**config.mk**
```make
export PLATFORM = sky130hd
export DESIGN_NAME = db_ram_arb_flat
export DESIGN_NICKNAME = d
export VERILOG_FILES = /design/src/rtl/db_ram_arb_if.sv /design/src/rtl/db_ram_arb.sv /design/src/flat_wrapper.sv
export SDC_FILE = /design/constraint.sdc
export NUM_CORES = 1
export LEC_CHECK = 0
export ABC_AREA = 1
export CORE_AREA = 2 2 293 295
export CTS_BUF_LIST = sky130_fd_sc_hd__clkbuf_8
export DETAILED_ROUTE_END_ITERATION = 12
export DIE_AREA = 0 0 295 297
export SLEW_MARGIN = 20
export SYNTH_ARGS = -nofsm -noshare
export SYNTH_HDL_FRONTEND = slang
export SYNTH_SLANG_ARGS = --single-unit
export TNS_END_PERCENT = 1
```
**constraint.sdc**
```tcl
create_clock -name clk156 -period 1.9 [get_ports clk156]
set_input_delay 0.38 -clock clk156 [delete_from_list [all_inputs] [get_ports clk156]]
set_output_delay 0.38 -clock clk156 [all_outputs]
set_load 0.01 [all_outputs]
```
**src/rtl/db_ram_arb_if.sv**
```systemverilog
// rtl/db_ram_arb_if.sv - request, RAM and response bundle between the requesters, the arbiter and the RAM
interface db_ram_arb_if #(
  parameter int RAM_ADDR   = 10,
  parameter int RAM_DWIDTH = 128
);
  logic                  a_valid;
  logic                  a_ready;
  logic                  a_we;
  logic [RAM_ADDR-1:0]   a_addr;
  logic [RAM_DWIDTH-1:0] a_wdata;
  logic                  b_valid;
  logic                  b_ready;
  logic                  b_we;
  logic [RAM_ADDR-1:0]   b_addr;
  logic [RAM_DWIDTH-1:0] b_wdata;
  logic                  ram_en;
  logic                  ram_we;
  logic [RAM_ADDR-1:0]   ram_addr;
  logic [RAM_DWIDTH-1:0] ram_din;
  logic [RAM_DWIDTH-1:0] ram_dout;
  logic                  a_rsp_valid;
  logic                  b_rsp_valid;
  logic [RAM_DWIDTH-1:0] rsp_data;

  modport slave (
    input  a_valid, a_we, a_addr, a_wdata,
    input  b_valid, b_we, b_addr, b_wdata,
    input  ram_dout,
    output a_ready, b_ready,
    output ram_en, ram_we, ram_addr, ram_din,
    output a_rsp_valid, b_rsp_valid, rsp_data
  );

  modport master (
    output a_valid, a_we, a_addr, a_wdata,
    output b_valid, b_we, b_addr, b_wdata,
    output ram_dout,
    input  a_ready, b_ready,
    input  ram_en, ram_we, ram_addr, ram_din,
    input  a_rsp_valid, b_rsp_valid, rsp_data
  );
endinterface

```
**src/rtl/db_ram_arb.sv**
```systemverilog
// rtl/db_ram_arb.sv - two-requester hash-table RAM arbiter with starvation guard for B
// Grant counters are built only when DB_RAM_ARB_STAT_EN is defined.
module db_ram_arb #(
  parameter int RAM_ADDR   = 10,
  parameter int RAM_DWIDTH = 128,
  parameter int RAM_LAT    = 1,
  parameter int STARVE_MAX = 8
) (
  input  logic         clk156,
  input  logic         rst,
  db_ram_arb_if.slave  bus,
  output logic [31:0]  stat_a_cnt,
  output logic [31:0]  stat_b_cnt
);

  logic [7:0]            starve_q, starve_d;
  logic                  grant_a, grant_b, acc;
  logic                  cmd_we;
  logic [RAM_ADDR-1:0]   cmd_addr;
  logic [RAM_DWIDTH-1:0] cmd_wdata;

  logic                  en_q, en_d;
  logic                  we_q, we_d;
  logic [RAM_ADDR-1:0]   addr_q, addr_d;
  logic [RAM_DWIDTH-1:0] din_q, din_d;
  logic [RAM_LAT:0]      trk_vld_q, trk_vld_d;
  logic [RAM_LAT:0]      trk_id_q, trk_id_d;
  logic                  rsp_a_q, rsp_a_d;
  logic                  rsp_b_q, rsp_b_d;
  logic [RAM_DWIDTH-1:0] rsp_data_q, rsp_data_d;

  // B wins only when A has monopolised the RAM for STARVE_MAX grants or A is idle
  always_comb begin
    grant_a = 1'b0;
    grant_b = 1'b0;
    if (!rst) begin
      if (bus.b_valid && (starve_q == 8'(STARVE_MAX) || !bus.a_valid)) begin
        grant_b = 1'b1;
      end else if (bus.a_valid) begin
        grant_a = 1'b1;
      end
    end
  end

  assign bus.a_ready = grant_a;
  assign bus.b_ready = grant_b;
  assign acc         = grant_a | grant_b;
  assign cmd_we      = grant_b ? bus.b_we    : bus.a_we;
  assign cmd_addr    = grant_b ? bus.b_addr  : bus.a_addr;
  assign cmd_wdata   = grant_b ? bus.b_wdata : bus.a_wdata;

  always_comb begin
    starve_d = starve_q;
    if (!bus.b_valid || grant_b) begin
      starve_d = 8'd0;
    end else if (grant_a && starve_q != 8'(STARVE_MAX)) begin
      starve_d = starve_q + 8'd1;
    end

    en_d   = acc;
    we_d   = we_q;
    addr_d = addr_q;
    din_d  = din_q;
    if (acc) begin
      we_d   = cmd_we;
      addr_d = cmd_addr;
      din_d  = cmd_wdata;
    end

    // Each stage tags one RAM read; the last stage lines up with valid ram_dout
    trk_vld_d  = {trk_vld_q[RAM_LAT-1:0], acc & ~cmd_we};
    trk_id_d   = {trk_id_q[RAM_LAT-1:0], grant_b};
    rsp_a_d    = trk_vld_q[RAM_LAT] & ~trk_id_q[RAM_LAT];
    rsp_b_d    = trk_vld_q[RAM_LAT] & trk_id_q[RAM_LAT];
    rsp_data_d = trk_vld_q[RAM_LAT] ? bus.ram_dout : rsp_data_q;
  end

  always_ff @(posedge clk156) begin
    if (rst) begin
      starve_q   <= '0;
      en_q       <= 1'b0;
      we_q       <= 1'b0;
      addr_q     <= '0;
      din_q      <= '0;
      trk_vld_q  <= '0;
      trk_id_q   <= '0;
      rsp_a_q    <= 1'b0;
      rsp_b_q    <= 1'b0;
      rsp_data_q <= '0;
    end else begin
      starve_q   <= starve_d;
      en_q       <= en_d;
      we_q       <= we_d;
      addr_q     <= addr_d;
      din_q      <= din_d;
      trk_vld_q  <= trk_vld_d;
      trk_id_q   <= trk_id_d;
      rsp_a_q    <= rsp_a_d;
      rsp_b_q    <= rsp_b_d;
      rsp_data_q <= rsp_data_d;
    end
  end

  assign bus.ram_en      = en_q;
  assign bus.ram_we      = we_q;
  assign bus.ram_addr    = addr_q;
  assign bus.ram_din     = din_q;
  assign bus.a_rsp_valid = rsp_a_q;
  assign bus.b_rsp_valid = rsp_b_q;
  assign bus.rsp_data    = rsp_data_q;

`ifdef DB_RAM_ARB_STAT_EN
  logic [31:0] stat_a_q, stat_a_d;
  logic [31:0] stat_b_q, stat_b_d;

  always_comb begin
    stat_a_d = stat_a_q;
    stat_b_d = stat_b_q;
    if (grant_a && stat_a_q != 32'hFFFF_FFFF) stat_a_d = stat_a_q + 32'd1;
    if (grant_b && stat_b_q != 32'hFFFF_FFFF) stat_b_d = stat_b_q + 32'd1;
  end

  always_ff @(posedge clk156) begin
    if (rst) begin
      stat_a_q <= '0;
      stat_b_q <= '0;
    end else begin
      stat_a_q <= stat_a_d;
      stat_b_q <= stat_b_d;
    end
  end

  assign stat_a_cnt = stat_a_q;
  assign stat_b_cnt = stat_b_q;
`else
  assign stat_a_cnt = 32'd0;
  assign stat_b_cnt = 32'd0;
`endif

endmodule

```
**src/flat_wrapper.sv**
```systemverilog
// flat-port wrapper written by rule: the top's interface ports become plain ports
module db_ram_arb_flat 
#(
  parameter int RAM_ADDR   = 10,
  parameter int RAM_DWIDTH = 128,
  parameter int RAM_LAT    = 1,
  parameter int STARVE_MAX = 8
)
  (clk156, rst, stat_a_cnt, stat_b_cnt, bus_a_valid, bus_a_we, bus_a_addr, bus_a_wdata, bus_b_valid, bus_b_we, bus_b_addr, bus_b_wdata, bus_ram_dout, bus_a_ready, bus_b_ready, bus_ram_en, bus_ram_we, bus_ram_addr, bus_ram_din, bus_a_rsp_valid, bus_b_rsp_valid, bus_rsp_data);
  db_ram_arb_if #(.RAM_ADDR(RAM_ADDR), .RAM_DWIDTH(RAM_DWIDTH)) bus_i ();
  input  logic clk156;
  input  logic rst;
  output logic [31:0] stat_a_cnt;
  output logic [31:0] stat_b_cnt;
  input wire logic [$bits(bus_i.a_valid)-1:0] bus_a_valid;
  input wire logic [$bits(bus_i.a_we)-1:0] bus_a_we;
  input wire logic [$bits(bus_i.a_addr)-1:0] bus_a_addr;
  input wire logic [$bits(bus_i.a_wdata)-1:0] bus_a_wdata;
  input wire logic [$bits(bus_i.b_valid)-1:0] bus_b_valid;
  input wire logic [$bits(bus_i.b_we)-1:0] bus_b_we;
  input wire logic [$bits(bus_i.b_addr)-1:0] bus_b_addr;
  input wire logic [$bits(bus_i.b_wdata)-1:0] bus_b_wdata;
  input wire logic [$bits(bus_i.ram_dout)-1:0] bus_ram_dout;
  output wire logic [$bits(bus_i.a_ready)-1:0] bus_a_ready;
  output wire logic [$bits(bus_i.b_ready)-1:0] bus_b_ready;
  output wire logic [$bits(bus_i.ram_en)-1:0] bus_ram_en;
  output wire logic [$bits(bus_i.ram_we)-1:0] bus_ram_we;
  output wire logic [$bits(bus_i.ram_addr)-1:0] bus_ram_addr;
  output wire logic [$bits(bus_i.ram_din)-1:0] bus_ram_din;
  output wire logic [$bits(bus_i.a_rsp_valid)-1:0] bus_a_rsp_valid;
  output wire logic [$bits(bus_i.b_rsp_valid)-1:0] bus_b_rsp_valid;
  output wire logic [$bits(bus_i.rsp_data)-1:0] bus_rsp_data;
  assign bus_i.a_valid = bus_a_valid;
  assign bus_i.a_we = bus_a_we;
  assign bus_i.a_addr = bus_a_addr;
  assign bus_i.a_wdata = bus_a_wdata;
  assign bus_i.b_valid = bus_b_valid;
  assign bus_i.b_we = bus_b_we;
  assign bus_i.b_addr = bus_b_addr;
  assign bus_i.b_wdata = bus_b_wdata;
  assign bus_i.ram_dout = bus_ram_dout;
  assign bus_a_ready = bus_i.a_ready;
  assign bus_b_ready = bus_i.b_ready;
  assign bus_ram_en = bus_i.ram_en;
  assign bus_ram_we = bus_i.ram_we;
  assign bus_ram_addr = bus_i.ram_addr;
  assign bus_ram_din = bus_i.ram_din;
  assign bus_a_rsp_valid = bus_i.a_rsp_valid;
  assign bus_b_rsp_valid = bus_i.b_rsp_valid;
  assign bus_rsp_data = bus_i.rsp_data;
  db_ram_arb #(.RAM_ADDR(RAM_ADDR), .RAM_DWIDTH(RAM_DWIDTH), .RAM_LAT(RAM_LAT), .STARVE_MAX(STARVE_MAX)) u_core (.clk156(clk156), .rst(rst), .bus(bus_i), .stat_a_cnt(stat_a_cnt), .stat_b_cnt(stat_b_cnt));
endmodule
```
==> metrics.md <==
| Metric | Value |
|---|---|
| Die Area | slightly below 90000 sq um |
| Synth top area share | 0.4434 |
| Hold_ws | 0.2432 ns |
| Max Cap Viol | 0 |
| Via density | 3.750 |
| Reg-to-reg slack, setup | -0.15 ns |
| Final hold vios | 0 |
| First-pass GRT wire length | 80.26 mm |
| Hold_buf cts | 0 |
| Row cnt | approximately 110 |
| Crit. End Element | primary output |
| Initial DRC count | 523 |
| CTS root buffer | clkbuf_8 |
| Num ports | 746 |
| Max transition margin | 0.5082 |
| DR WL/cell | 14.55 um |
| Synth cell types | 21 |
| Outcome | finished with violations |
| Reg2Reg Depth | 11 |
| Worst-Skew Late Latency | 0.63 ns |
| Number of global-route vias before repair | 13419 |
| Setup violations, final | a little under 70 |
| Port Buf Inserts | between 600 and 700 |
| Residual DRC | 0 |
| Worst setup SP type | flip-flop |
| Commonest cells post-synth | nor2_1, nand2_1, dfxtp_1, nand3_1, inv_1 |
| Violated checks | setup timing |
| Global route overflow | 0 |
| Hold path depth | 3 |
| Area leader, netlist | dfxtp_1 |
| DRT antenna net count | 0 |
| Mapped Area | 12730 sq um |
| Synth warn | 0 |
| Reg2reg start | u_core.starve_q[0] |
| Post-DP HPWL | 40.88 mm |
| Via Count | 14171 |
| Fin. max-slew vios | 0 |
| Syn Area/Cell | 6.663 sq um |
| DR pass1 iterations | 5 |
| Core area | 84480 sq um |
| RSZ-0062 raised after global routing | yes |
| Most frequent cell after synthesis | nor2_1 |
| Worst reg2reg path endpoint | u_core.bus.ram_din[47] |
| Die width | around 300 um |
| Clk sinks | around 280 |
| Largest net degree at the start of global routing | between 100 and 150 |
| Crit Path Category | flip-flop to primary output |
| Cts bufs inserted | 53 |
| Leak | about 11 nW |
| Fin crit share | 1.097 |
| Layout cells sized above 1 | 0.07072 |
| Sequential cell area fraction in the yosys report | 0.4434 |
| Worst-path clk slew | approximately 0.07 ns |
| Hold path startpoint | rst |
| H-tree levels | 2 |
| Worst-path maximum fanout | 2 |
| NumNets Final | 3002 |
| Final Power | 0.01560 W |
| Worst Max-Slew Pin Slew | 0.7377 ns |
| Flops & latches, synth | 282 |
| Clock Skew | 0.02366 ns |
| Antenna violations before repair | 7 |
| Worst path required time | 1.52 ns |
| FFs w/ async S/R, synth | 0 |
| Total wire length | 54.98 mm |
| Pwr/cell area | 720.4 nW/um^2 |
| Core Util, Final | 0.2563 |
| Tmin final | 2.084 ns |
| Top_reg_cell synth | dfxtp_1 |
| Post-synth EDFFs | 0 |
| Worst hold path type | primary input to flip-flop |
| Worst setup margin | -0.1844 ns |
| Maximum root-to-sink buffer count | 3 |
| Highest Clock Rate | 479.7 MHz |
| VDD IR max | 401.1 uV |
| Gp weighted congestion | 0.8182 |
| Die Y | 297 um |
| P&R area growth vs syn | 70.07% |
| Hold EP | u_core.trk_vld_q[1] |
| CTS tree | yes |
| Synth area leaders | dfxtp_1, nor2_1, nand3_1 |
| Initial Utilization | 0.1507 |
| Gate Count Post-Synth | 1911 |
| Arrival time worst endpoint | 1.70 ns |
| Overall global routing resource usage | 0.1183 |
worst max-delay path by stage:
stage / from / to / slack [ns] / cells after the start
final: u_core.starve_q[0] / bus_b_ready / -0.18 / 7
after global routing: u_core.starve_q[0] / bus_b_ready / -0.31 / 7
after CTS: u_core.starve_q[1] / bus_b_ready / -0.27 / 7
after detailed placement: bus_b_valid / u_core.bus.ram_din[90] / -0.41 / 9
after global placement: bus_a_valid / u_core.bus.ram_din[52] / -0.38 / 8
after floorplan: u_core.starve_q[0] / bus_b_ready / 0.21 / 8
placed cells by master (no fill, tap or decap), drive strengths merged, types with 3 or more instances in the layout:
master and n:
dfxtp 282, xor2 3, a21oi 7, conb 64, nand4 3, buf 84, clkdlybuf4s50 408, dlygate4sd2 267
diode 5, inv 174, clkbuf 65, nand3 282, nor2 546, o21ai 132, nand2 297, clkinv 9
cell families (layout without fill, tap and decap cells):
kind of cell / Yosys count / count (layout) / synth area share
XOR/XNOR: 3 / 3 / 0.002064
adder cells (fa/ha/maj): 2 / 2 / 0.001965
flip-flops: 282 / 282 / 0.4434
AO/OA/AOI/OAI: 140 / 140 / 0.05552
AND/OR/NAND/NOR: 1129 / 1129 / 0.3614
other: 1 / 69 / 0.0002945
buffers and inverters: 354 / 1010 / 0.1353
layer usage:
metal,share of wire,vias up,wire length [um],GRT usage
met5,0.0012,-,65,0
met4,0.030,10,1676,0.03936
met3,0.11,102,6276,0.05305
met2,0.47,575,25840,0.2021
met1,0.38,6298,21120,0.1294
li1,-,7186,-,-
power by group:
part	leakage, nW	internal [W]	switching (W)
clock network	0.616	0.00321	0.00276
registers	2.32	0.00631	0.000187
logic	8.01	0.00159	0.00155
through the flow:
step | cell area [sq um] | worst slack (ns) | instances | TNS, ns
global placement | 20830 | -0.3835 | 3677 | -42.22
detailed placement | 20830 | -0.4092 | 3677 | -43.62
CTS | 21610 | -0.2689 | 3773 | -13.40
finish | 21650 | -0.1844 | 3779 | -3.700
floorplan | 12970 | 0.2120 | 1974 | 0
global route | 21640 | -0.3110 | 3774 | -14.79
flip-flops by register name, summed over array words and instances (netlist names):
name / count
u_core.bus.ram_addr: 10
u_core.bus.a_rsp_valid: 1
u_core.bus.ram_en: 1
u_core.starve_q: 8
u_core.bus.ram_we: 1
u_core.bus.rsp_data: 128
u_core.trk_vld_q: 2
u_core.bus.b_rsp_valid: 1
u_core.bus.ram_din: 128
u_core.trk_id_q: 2
critical path, stage by stage (launching register included):
cell      delay, ns
dfxtp_2        0.32
inv_2          0.06
ha_4           0.14
nand3_4        0.07
o21ai_4        0.23
nand2_8        0.10
clkinv_4       0.05
buf_6          0.09
final cells by class:
| class | count | area [sq um] |
|---|---|---|
| multi-input cells | 1338 | 5688 |
| diodes | 5 | 12.51 |
| flip-flops and latches | 282 | 5654 |
| inverters | 156 | 601.8 |
| clock buffers | 65 | 894.6 |
| fillers | 9342 | 62820 |
| well taps | 1144 | 1431 |
| repair buffers | 759 | 7208 |
| clock inverters | 30 | 162.7 |
timing repair:
action                                  in CTS  in global routing
setup buffers                                1                  1
endpoints found under the setup margin     405                132
resized for setup                          293                  6
pin swaps                                    6                  4
No activity file was read; power rests on OpenSTA's default activity.
